===== config.mk =====
export PLATFORM = sky130hd
export DESIGN_NAME = rs_simple_station
export DESIGN_NICKNAME = d
export VERILOG_FILES = /design/src/rtl/rs_simple_station.sv
export SDC_FILE = /design/constraint.sdc
export NUM_CORES = 1
export LEC_CHECK = 0
export ABC_AREA = 0
export CORE_UTILIZATION = 45
export DETAILED_ROUTE_END_ITERATION = 12
export HOLD_SLACK_MARGIN = 0.05
export PLACE_DENSITY = 0.79
export SLEW_MARGIN = 20
export SYNTH_ARGS = -nofsm -noshare
export SYNTH_HDL_FRONTEND = slang
export SYNTH_SLANG_ARGS = --single-unit

===== constraint.sdc =====
create_clock -name clk -period 3.78 [get_ports clk]
set_input_delay 0.756 -clock clk [delete_from_list [all_inputs] [get_ports clk]]
set_output_delay 0.756 -clock clk [all_outputs]
set_load 0.005 [all_outputs]

===== src/rtl/rs_simple_station.sv =====
// Two-entry reservation station feeding ex_simple: holds dispatched instructions,
// captures missing operands from two result buses, and frees entries on issue.
module rs_simple_station #(
    parameter int TAG_W   = 5,
    parameter int ENTRY_W = 77
) (
    input  logic               clk,
    input  logic               rst_n,
    input  logic               flush,
    input  logic               disp_valid,
    output logic               disp_ready,
    input  logic [ENTRY_W-1:0] disp_entry,
    input  logic               wb0_en,
    input  logic [TAG_W-1:0]   wb0_tag,
    input  logic [31:0]        wb0_data,
    input  logic               wb1_en,
    input  logic [TAG_W-1:0]   wb1_tag,
    input  logic [31:0]        wb1_data,
    input  logic               simple_0_issue,
    input  logic               simple_1_issue,
    output logic [ENTRY_W-1:0] rs_simple_0,
    output logic [ENTRY_W-1:0] rs_simple_1,
    output logic               selector
);

    // Operand slices are {value[31:0], valid}: rs1 at [42:10], rs2 at [75:43].
    localparam int RS1_LSB = 10;
    localparam int RS2_LSB = 43;
    localparam int OP_W    = 33;

    logic [ENTRY_W-1:0] ent_q [2];
    logic [ENTRY_W-1:0] ent_d [2];
    logic [1:0]         occ_q, occ_d;
    logic               old0_q, old0_d;
    logic               do_disp;
    logic               disp_slot;
    logic [1:0]         issue;

    // A waiting operand takes the first matching bus value; wb0 has priority.
    function automatic logic [OP_W-1:0] wake_op(
        input logic [OP_W-1:0]  op,
        input logic             e0,
        input logic [TAG_W-1:0] t0,
        input logic [31:0]      d0,
        input logic             e1,
        input logic [TAG_W-1:0] t1,
        input logic [31:0]      d1
    );
        logic [OP_W-1:0] r;
        r = op;
        if (!op[0]) begin
            if (e0 && (op[TAG_W:1] == t0)) begin
                r = {d0, 1'b1};
            end else if (e1 && (op[TAG_W:1] == t1)) begin
                r = {d1, 1'b1};
            end
        end
        return r;
    endfunction

    function automatic logic [ENTRY_W-1:0] wake_entry(
        input logic [ENTRY_W-1:0] e,
        input logic               e0,
        input logic [TAG_W-1:0]   t0,
        input logic [31:0]        d0,
        input logic               e1,
        input logic [TAG_W-1:0]   t1,
        input logic [31:0]        d1
    );
        logic [ENTRY_W-1:0] r;
        r = e;
        r[RS1_LSB +: OP_W] = wake_op(e[RS1_LSB +: OP_W], e0, t0, d0, e1, t1, d1);
        r[RS2_LSB +: OP_W] = wake_op(e[RS2_LSB +: OP_W], e0, t0, d0, e1, t1, d1);
        return r;
    endfunction

    assign issue      = {simple_1_issue, simple_0_issue};
    assign disp_ready = ~(occ_q[0] & occ_q[1]);
    assign do_disp    = disp_valid & disp_ready;
    assign disp_slot  = occ_q[0];

    // NOTE: every variable gets a default at the top of always_comb so no path leaves it unassigned (no latch).
    always_comb begin
        occ_d  = occ_q;
        old0_d = old0_q;
        for (int i = 0; i < 2; i++) begin
            ent_d[i] = occ_q[i] ? wake_entry(ent_q[i], wb0_en, wb0_tag, wb0_data,
                                             wb1_en, wb1_tag, wb1_data)
                                : '0;
            if (issue[i]) begin
                occ_d[i] = 1'b0;
                ent_d[i] = '0;
            end
        end

        // Target slot is empty in registered state, so an issue cannot collide with it.
        if (do_disp) begin
            occ_d[disp_slot] = 1'b1;
            ent_d[disp_slot] = wake_entry(disp_entry, wb0_en, wb0_tag, wb0_data,
                                          wb1_en, wb1_tag, wb1_data);
            if (disp_slot && occ_q[0]) begin
                old0_d = 1'b1;
            end else if (!disp_slot && occ_q[1]) begin
                old0_d = 1'b0;
            end
        end

        if (flush) begin
            occ_d    = '0;
            old0_d   = 1'b0;
            ent_d[0] = '0;
            ent_d[1] = '0;
        end
    end

    // NOTE: sequential state uses non-blocking assignments so all registers update together at the edge.
    always_ff @(posedge clk or negedge rst_n) begin
        if (!rst_n) begin
            occ_q    <= '0;
            old0_q   <= 1'b0;
            ent_q[0] <= '0;
            ent_q[1] <= '0;
        end else begin
            occ_q    <= occ_d;
            old0_q   <= old0_d;
            ent_q[0] <= ent_d[0];
            ent_q[1] <= ent_d[1];
        end
    end

    assign rs_simple_0 = ent_q[0];
    assign rs_simple_1 = ent_q[1];
    assign selector    = old0_q & occ_q[0] & occ_q[1];

endmodule


* Word-level counts from Yosys, hierarchy flattened
Cells that the tools add are included.
** Operators by class
- Bitwise operators :: 7
- Muxes and demuxes :: 39
- Reduce and logical (&&, ||, !) cells :: 19
- Order comparisons :: 4
- Eq/ne operators :: 12
** Operator list (count)
- 33-bit two-way mux :: 20
- 77-bit two-way mux :: 5
- 154-bit two-way mux :: 2
- 154-bit bitwise mux :: 1
- 77-bit demux with 1-bit select :: 1
- 5-bit == test :: 12
- 1-bit logical AND :: 15
- 1-bit two-way mux :: 7
- 1-bit AND :: 4
- 2-bit two-way mux :: 2
- 3-bit nonzero test :: 1
- 2-bit greater-or-equal comparator, second input constant :: 1
- 1-bit by 2-bit less-than comparator with 1-bit output, second input constant :: 1
- 2-bit by 1-bit less-than comparator with 1-bit output, second input constant :: 1
- 1-bit NOT with 2-bit output :: 1
- 2-bit OR :: 1
- 2-bit AND reduction :: 1
- 2-bit nonzero test :: 1
- 1-bit demux with 1-bit select :: 1
- 1-bit greater-or-equal comparator, second input constant :: 1
- 1-bit zero test :: 1
- 1-bit NOT :: 1
** Word-level totals
- Input bits :: 159
- Logic and storage cells :: 85
- Output and inout bits :: 156
- Flip-flop bits (word level) :: 157

* Logic depth before layout (Yosys ltp)
Gate-level depths: netlist (run 1).
- Word-level depth :: 10
- Depth in mapped cells :: 8
- Mapped depth without buffers :: 5

* Worst setup path after synthesis (run 1)
OpenSTA, ideal clock, no wires.
- Path kind :: input to register
- Start :: in wb1_tag[1]
- End :: reg ent_q, in the netlist rs_simple_0[14]
- Path buffers :: 2
- Library setup time :: 0.126 ns
- Path slack :: 1.235 ns
- Data required time :: 3.654 ns
- Arrival time :: 2.419 ns
- Stages on the path :: 7
- Cell sequence :: buf_2 xnor2_1 nand4_1 nor3_2 buf_2 mux2_2 a221o_1
** RTL lines
- from (decl) :: line 17 : input logic [TAG_W-1:0] wb1_tag,
- to (decl) :: line 31 : logic [ENTRY_W-1:0] ent_q [2];

==> flow_summary.json, run 1 <==
{
  "status": "finished, final reports clean",
  "rr_worst_depth": 6,
  "clkPwrFrac": 0.376,
  "grt_pass1_vias": 13831,
  "p_seq_frac": 0.389,
  "cts_tree": "yes",
  "viasPerCell": 7.31,
  "crit_type": "primary input to register",
  "fin_crit_ns": 2.95,
  "layout_commonest_cell": "clkdlybuf4s50_1",
  "synth_seq_cells": 157,
  "power.density_nw_per_um2": 280,
  "leakage_nw": 5.80,
  "holdBufCountCts": 0,
  "clk_pin_slew_ns": 0.07,
  "nNetsFinal": 1767,
  "avgSynthCellArea_um2": 9.02,
  "reg2reg_to": "rs_simple_1[31]",
  "crit_fanout": 19,
  "async_flop_share": 1.00,
  "cts_buffers": 17,
  "fin_cells": 1993,
  "drc": 0,
  "yosysWarnings": 0,
  "drv_slew": 0,
  "ff2ff_setup_slack_ns": 1.52,
  "dp.cells": 1961,
  "hold_violations": 0,
  "die_x_um": 169,
  "ir_drop_mv": 0.250,
  "pwr-share-comb": 0.235,
  "switchingPower_mw": 1.49,
  "fmax_ghz": 0.339,
  "overflow": 0,
  "critPathBufInv": 3,
  "crit_arrival_ns": 3.33,
  "fp.dieArea_um2": 28500,
  "core_um2": 27100,
  "final_cell_mix": "310 x clkdlybuf4s50_1, 155 x dfrtp_1, 128 x o221ai_1",
  "die_y_um": 169,
  "ant_nets": 0,
  "crit_family": "buffers and inverters",
  "syn_area_um2": 12500,
  "track_usage": 0.385,
  "slew_headroom": 0.287,
  "htreeDepth": 4,
  "root_buffer": "clkbuf_16",
  "yosysSeqAreaShare": 0.314,
  "vias": 14568,
  "ys_top_cells_by_area": "dfrtp_1 31%, o221ai_1 9.0%, mux2i_1 5.1%, or4_1 3.9%, clkbuf_1 3.8%",
  "clock_insertion_delay_worst_skew_ns": 0.44,
  "p_total_mw": 4.65,
  "cp_data_required_time_ns": 4.16,
  "finalSetupViolCount": 0,
  "routed_wl_um": 56200,
  "drv_cap": 0,
  "synth-main-ff-cell": "dfrtp_1",
  "grt_max_degree": 69,
  "synth_nets": 1546,
  "rsz0062_at_grt": "no",
  "tightest_slew_ns": 1.07,
  "yosys.area.top_type": "dfrtp_1",
  "hold_path_class": "primary input to async pin",
  "cts_resized": 0,
  "fp-row-count": 60,
  "switching_share": 0.321,
  "area_growth_pct": 33.0,
  "power.internal_mw": 3.16,
  "period_share": 0.780,
  "layout-drive-gt1-share": 0.118,
  "dr.pass1.iters": 8,
  "critPathCaptureType": "register",
  "critPathLaunchType": "primary input",
  "synth_edf_count": 0,
  "setup_tns_ns": 0,
  "setup_ws_ns": 0.830,
  "dp_hpwl_um": 36900,
  "r2r_start": "occ_q[1]",
  "slowest_delay_ns": 0.66,
  "place_congestion": 1.02,
  "port-buffer-count": 314,
  "synthCells": 1387,
  "routedWlPerCell_um": 28.2,
  "cp_slowest_cell": "clkdlybuf4s50_1",
  "pre_cts_ws_ns": 0.440,
  "clockBufferDepth": 2,
  "cts_sinks": 157,
  "initial_core_util": 0.462,
  "ioPinCount": 315,
  "synth.top_cell.area_share": 0.314,
  "antenna_found_initial": 0,
  "drt_iter0_markers": 2462,
  "cts_setup_buffers": 0,
  "grt_pass1_wl_um": 83900,
  "synth.distinct_cells": 49,
  "crit_chain": "clkdlybuf4s50_1 > xnor2_2 > nand4_4 > buf_4 > nand2b_2 > buf_12 > a221oi_2 > a221o_1",
  "worst_clock_skew_ns": 0.0103
}
## stage by stage
step,hold WS (ns),util,area (um^2)
3_5_place_dp,0.521,0.592,16100
2_1_floorplan,0.460,-,12500
6_report,0.310,0.614,16600
4_1_cts,0.335,0.614,16600
5_1_grt,0.359,0.614,16600
3_3_place_gp,0.509,0.592,16100
## layer usage
layer | GRT usage | up-vias | part of all wire
li1 | - | 5937 | -
met1 | 0.497 | 6898 | 0.37
met2 | 0.585 | 1477 | 0.44
met3 | 0.105 | 256 | 0.14
met4 | 0.209 | 0 | 0.054
met5 | 0 | - | 0
## registers in the layout, summed over array words and instances, names as in the netlist
name,flops
old0_q,1
rs_simple_0,77
rs_simple_1,77
occ_q,2
## cells by family (layout without fill, tap and decap cells)
| group | Yosys count | after routing | synth area share |
|---|---|---|---|
| other | 0 | 1 | 0 |
| and+or+nand+nor | 406 | 406 | 0.195 |
| DFF | 157 | 157 | 0.314 |
| AOI/OAI and AO/OA | 424 | 424 | 0.284 |
| buffers and inverters | 243 | 476 | 0.0807 |
| xor gates and xnor gates | 61 | 61 | 0.0469 |
| muxes | 96 | 96 | 0.0800 |
## how the worst max path moves through the flow
stage / from / endpoint / slack, ns / cells after the start
3_3_place_gp: wb0_tag[4] / rs_simple_0[21] / 0.47 / 8
4_1_cts: wb0_tag[4] / rs_simple_0[21] / 0.89 / 8
3_5_place_dp: wb0_tag[4] / rs_simple_0[21] / 0.44 / 8
5_1_grt: wb0_tag[2] / rs_simple_0[21] / 0.76 / 8
6_report: wb0_tag[4] / rs_simple_0[21] / 0.83 / 8
2_1_floorplan: wb1_tag[1] / rs_simple_0[14] / 1.23 / 7
## cell type report
class | instances | area, um^2
Fill cell | 2260 | 10500
Multi-Input combinational cell | 987 | 7670
Sequential cell | 157 | 3930
Timing Repair Buffer | 378 | 3730
Clock buffer | 20 | 467
Tap cell | 372 | 465
Inverter | 67 | 251
Clock inverter | 11 | 108
Antenna cell | 1 | 2.50
## synthesized netlist by cell type, types with 38 or more instances
library cell  instances
nand4_1              40
dfrtp_1             157
nor4_1               73
a21oi_1              38
or4_1                65
clkbuf_1            126
o221ai_1            128
inv_1                67
mux2i_1              64
o21ai_0              39
xnor2_1              40
and2_1               43
nand2_1              97
## power groups by stage
stage               Combinational [mW]  Clock, mW  Sequential, mW
detailed placement                1.05          0            1.84
finish                            1.09       1.75            1.81
CTS                               1.06       1.74            1.81
floorplan                        0.467          0            1.81
global route                      1.13       1.81            1.81
global placement                  1.03          0            1.83
Power figures use the tool's default switching activity.
==> inputs of run 2 (changes only) <==
- clock period: 3.78 -> 2.9 ns (I/O delays scaled with it)
==> flow_summary.json, run 2 (synthesized netlist as in run 1, its figures left out) <==
{
  "grt_max_degree": 67,
  "p_seq_frac": 0.378,
  "fin_crit_ns": 2.59,
  "port-buffer-count": 314,
  "dp_hpwl_um": 38200,
  "status": "complete, but fails checks",
  "drc": 2,
  "nNetsFinal": 1812,
  "worst_clock_skew_ns": 0.0122,
  "leakage_nw": 6.06,
  "rr_worst_depth": 6,
  "vias": 14888,
  "slowest_delay_ns": 0.61,
  "drv_slew": 0,
  "dp.cells": 2006,
  "layout_commonest_cell": "clkdlybuf4s50_1",
  "ir_drop_mv": 0.326,
  "fp.dieArea_um2": 28500,
  "drt_iter0_markers": 2659,
  "final_cell_mix": "310 x clkdlybuf4s50_1, 155 x dfrtp_1, 128 x o221ai_1",
  "ff2ff_setup_slack_ns": 0.61,
  "area_growth_pct": 36.5,
  "routedWlPerCell_um": 28.2,
  "overflow": 0,
  "critPathBufInv": 3,
  "multi_input_area_um2": 7670,
  "clkPwrFrac": 0.384,
  "layout-drive-gt1-share": 0.142,
  "cts_buffers": 17,
  "fillers": 2258,
  "die_x_um": 169,
  "critPathLaunchType": "primary input",
  "cp_slowest_cell": "clkdlybuf4s50_1",
  "violations": "DRC",
  "setup_tns_ns": 0,
  "power.internal_mw": 4.21,
  "grt_pass1_wl_um": 86500,
  "dr.pass1.iters": 10,
  "tightest_slew_ns": 1.06,
  "routed_wl_um": 57400,
  "initial_core_util": 0.462,
  "crit_family": "buffers and inverters",
  "p_total_mw": 6.25,
  "cts_resized": 0,
  "reg2reg_to": "rs_simple_0[12]",
  "htreeDepth": 4,
  "pwr-share-comb": 0.238,
  "period_share": 0.894,
  "power.density_nw_per_um2": 366,
  "clk_pin_slew_ns": 0.07,
  "fmax_ghz": 0.386,
  "ioPinCount": 315,
  "crit_fanout": 17,
  "slew_headroom": 0.294,
  "crit_top_cell": "buf_4",
  "fp-row-count": 60,
  "switching_share": 0.326,
  "clock_insertion_delay_worst_skew_ns": 0.45,
  "finalSetupViolCount": 0,
  "hold_ws_ns": 0.0771,
  "track_usage": 0.397,
  "ant_nets": 0,
  "hold_path_class": "primary input to async pin",
  "crit_arrival_ns": 2.92,
  "regArea_um2": 3930,
  "crit_chain": "clkdlybuf4s50_1 > buf_4 > xnor2_1 > nand4_1 > buf_4 > nor4_1 > a221oi_2 > a221o_1",
  "rsz0062_at_grt": "no",
  "switchingPower_mw": 2.04,
  "holdBufCountCts": 0,
  "r2r_start": "rs_simple_0[13]",
  "die_y_um": 169,
  "crit_type": "primary input to register",
  "cts_setup_buffers": 0,
  "cts_tree": "yes",
  "antenna_found_initial": 1,
  "cts_sinks": 157,
  "fin_cells": 2039,
  "viasPerCell": 7.30,
  "critPathCaptureType": "register",
  "cp_data_required_time_ns": 3.23,
  "hold_violations": 0,
  "place_congestion": 1.01,
  "clockBufferDepth": 2,
  "grt_pass1_vias": 14450,
  "core_um2": 27100,
  "root_buffer": "clkbuf_16",
  "drv_cap": 0
}
run 2: changes by cell type in the layout (fill, tap and decap cells not counted), sizes merged:
cell	change
bufinv	+1
buf	+45
clkinvlp	-2
clkbuf	-3
inv	+4
clkinv	+1
run 2: per-layer routing:
layer | track usage | up-vias | share of wire
li1 | - | 6028 | -
met4 | 0.248 | 0 | 0.071
met1 | 0.498 | 6922 | 0.35
met3 | 0.119 | 376 | 0.15
met5 | 0 | - | 0
met2 | 0.599 | 1562 | 0.43
run 2: cell type report:
class	count	share of cell area
Clock inverter	15	0.0104
Clock buffer	17	0.0249
Tap cell	372	0.0273
Sequential cell	157	0.230
Timing Repair Buffer	423	0.243
Inverter	67	0.0147
Antenna cell	1	0.000147
Multi-Input combinational cell	987	0.449
run 2: worst max path at each step:
stage,from,end,slack [ns],depth (start not counted)
3_3_place_gp,wb1_tag[0],rs_simple_1[39],-0.04,8
4_1_cts,wb1_tag[3],rs_simple_0[29],0.39,8
2_1_floorplan,wb1_tag[1],rs_simple_0[14],0.53,7
6_report,wb1_tag[3],rs_simple_0[29],0.31,8
5_1_grt,wb1_tag[3],rs_simple_0[25],0.27,8
3_5_place_dp,wb1_tag[2],rs_simple_0[12],-0.06,7
run 2: through the flow:
step                       util  cell area [um^2]  setup slack [ns]
after floorplan               -             12500             0.531
after global placement    0.608             16500           -0.0392
after detailed placement  0.608             16500           -0.0557
after CTS                 0.630             17100             0.388
after global routing      0.630             17100             0.267
final                     0.630             17100             0.308
run 2: worst register-to-register path, delay by kind of cell (launching register included):
kind | cells | cell delay (ns)
flops | 1 | 0.57
simple gates | 2 | 0.41
compound gates | 1 | 0.35
xor+xnor | 1 | 0.17
mux | 1 | 0.38
buf+inv | 1 | 0.29
run 2: power groups by stage:
stage / logic (mW) / registers, mW / clock network, mW
5_1_grt: 1.53 / 2.37 / 2.49
6_report: 1.49 / 2.36 / 2.40
2_1_floorplan: 0.609 / 2.37 / 0
3_5_place_dp: 1.42 / 2.40 / 0
3_3_place_gp: 1.41 / 2.39 / 0
4_1_cts: 1.43 / 2.35 / 2.40
==> inputs of run 3 (changes only) <==
- CTS_CLUSTER_DIAMETER: unset -> 100
==> results of run 3 <==
Final layout, timing and power as in run 2 (identical DEF).
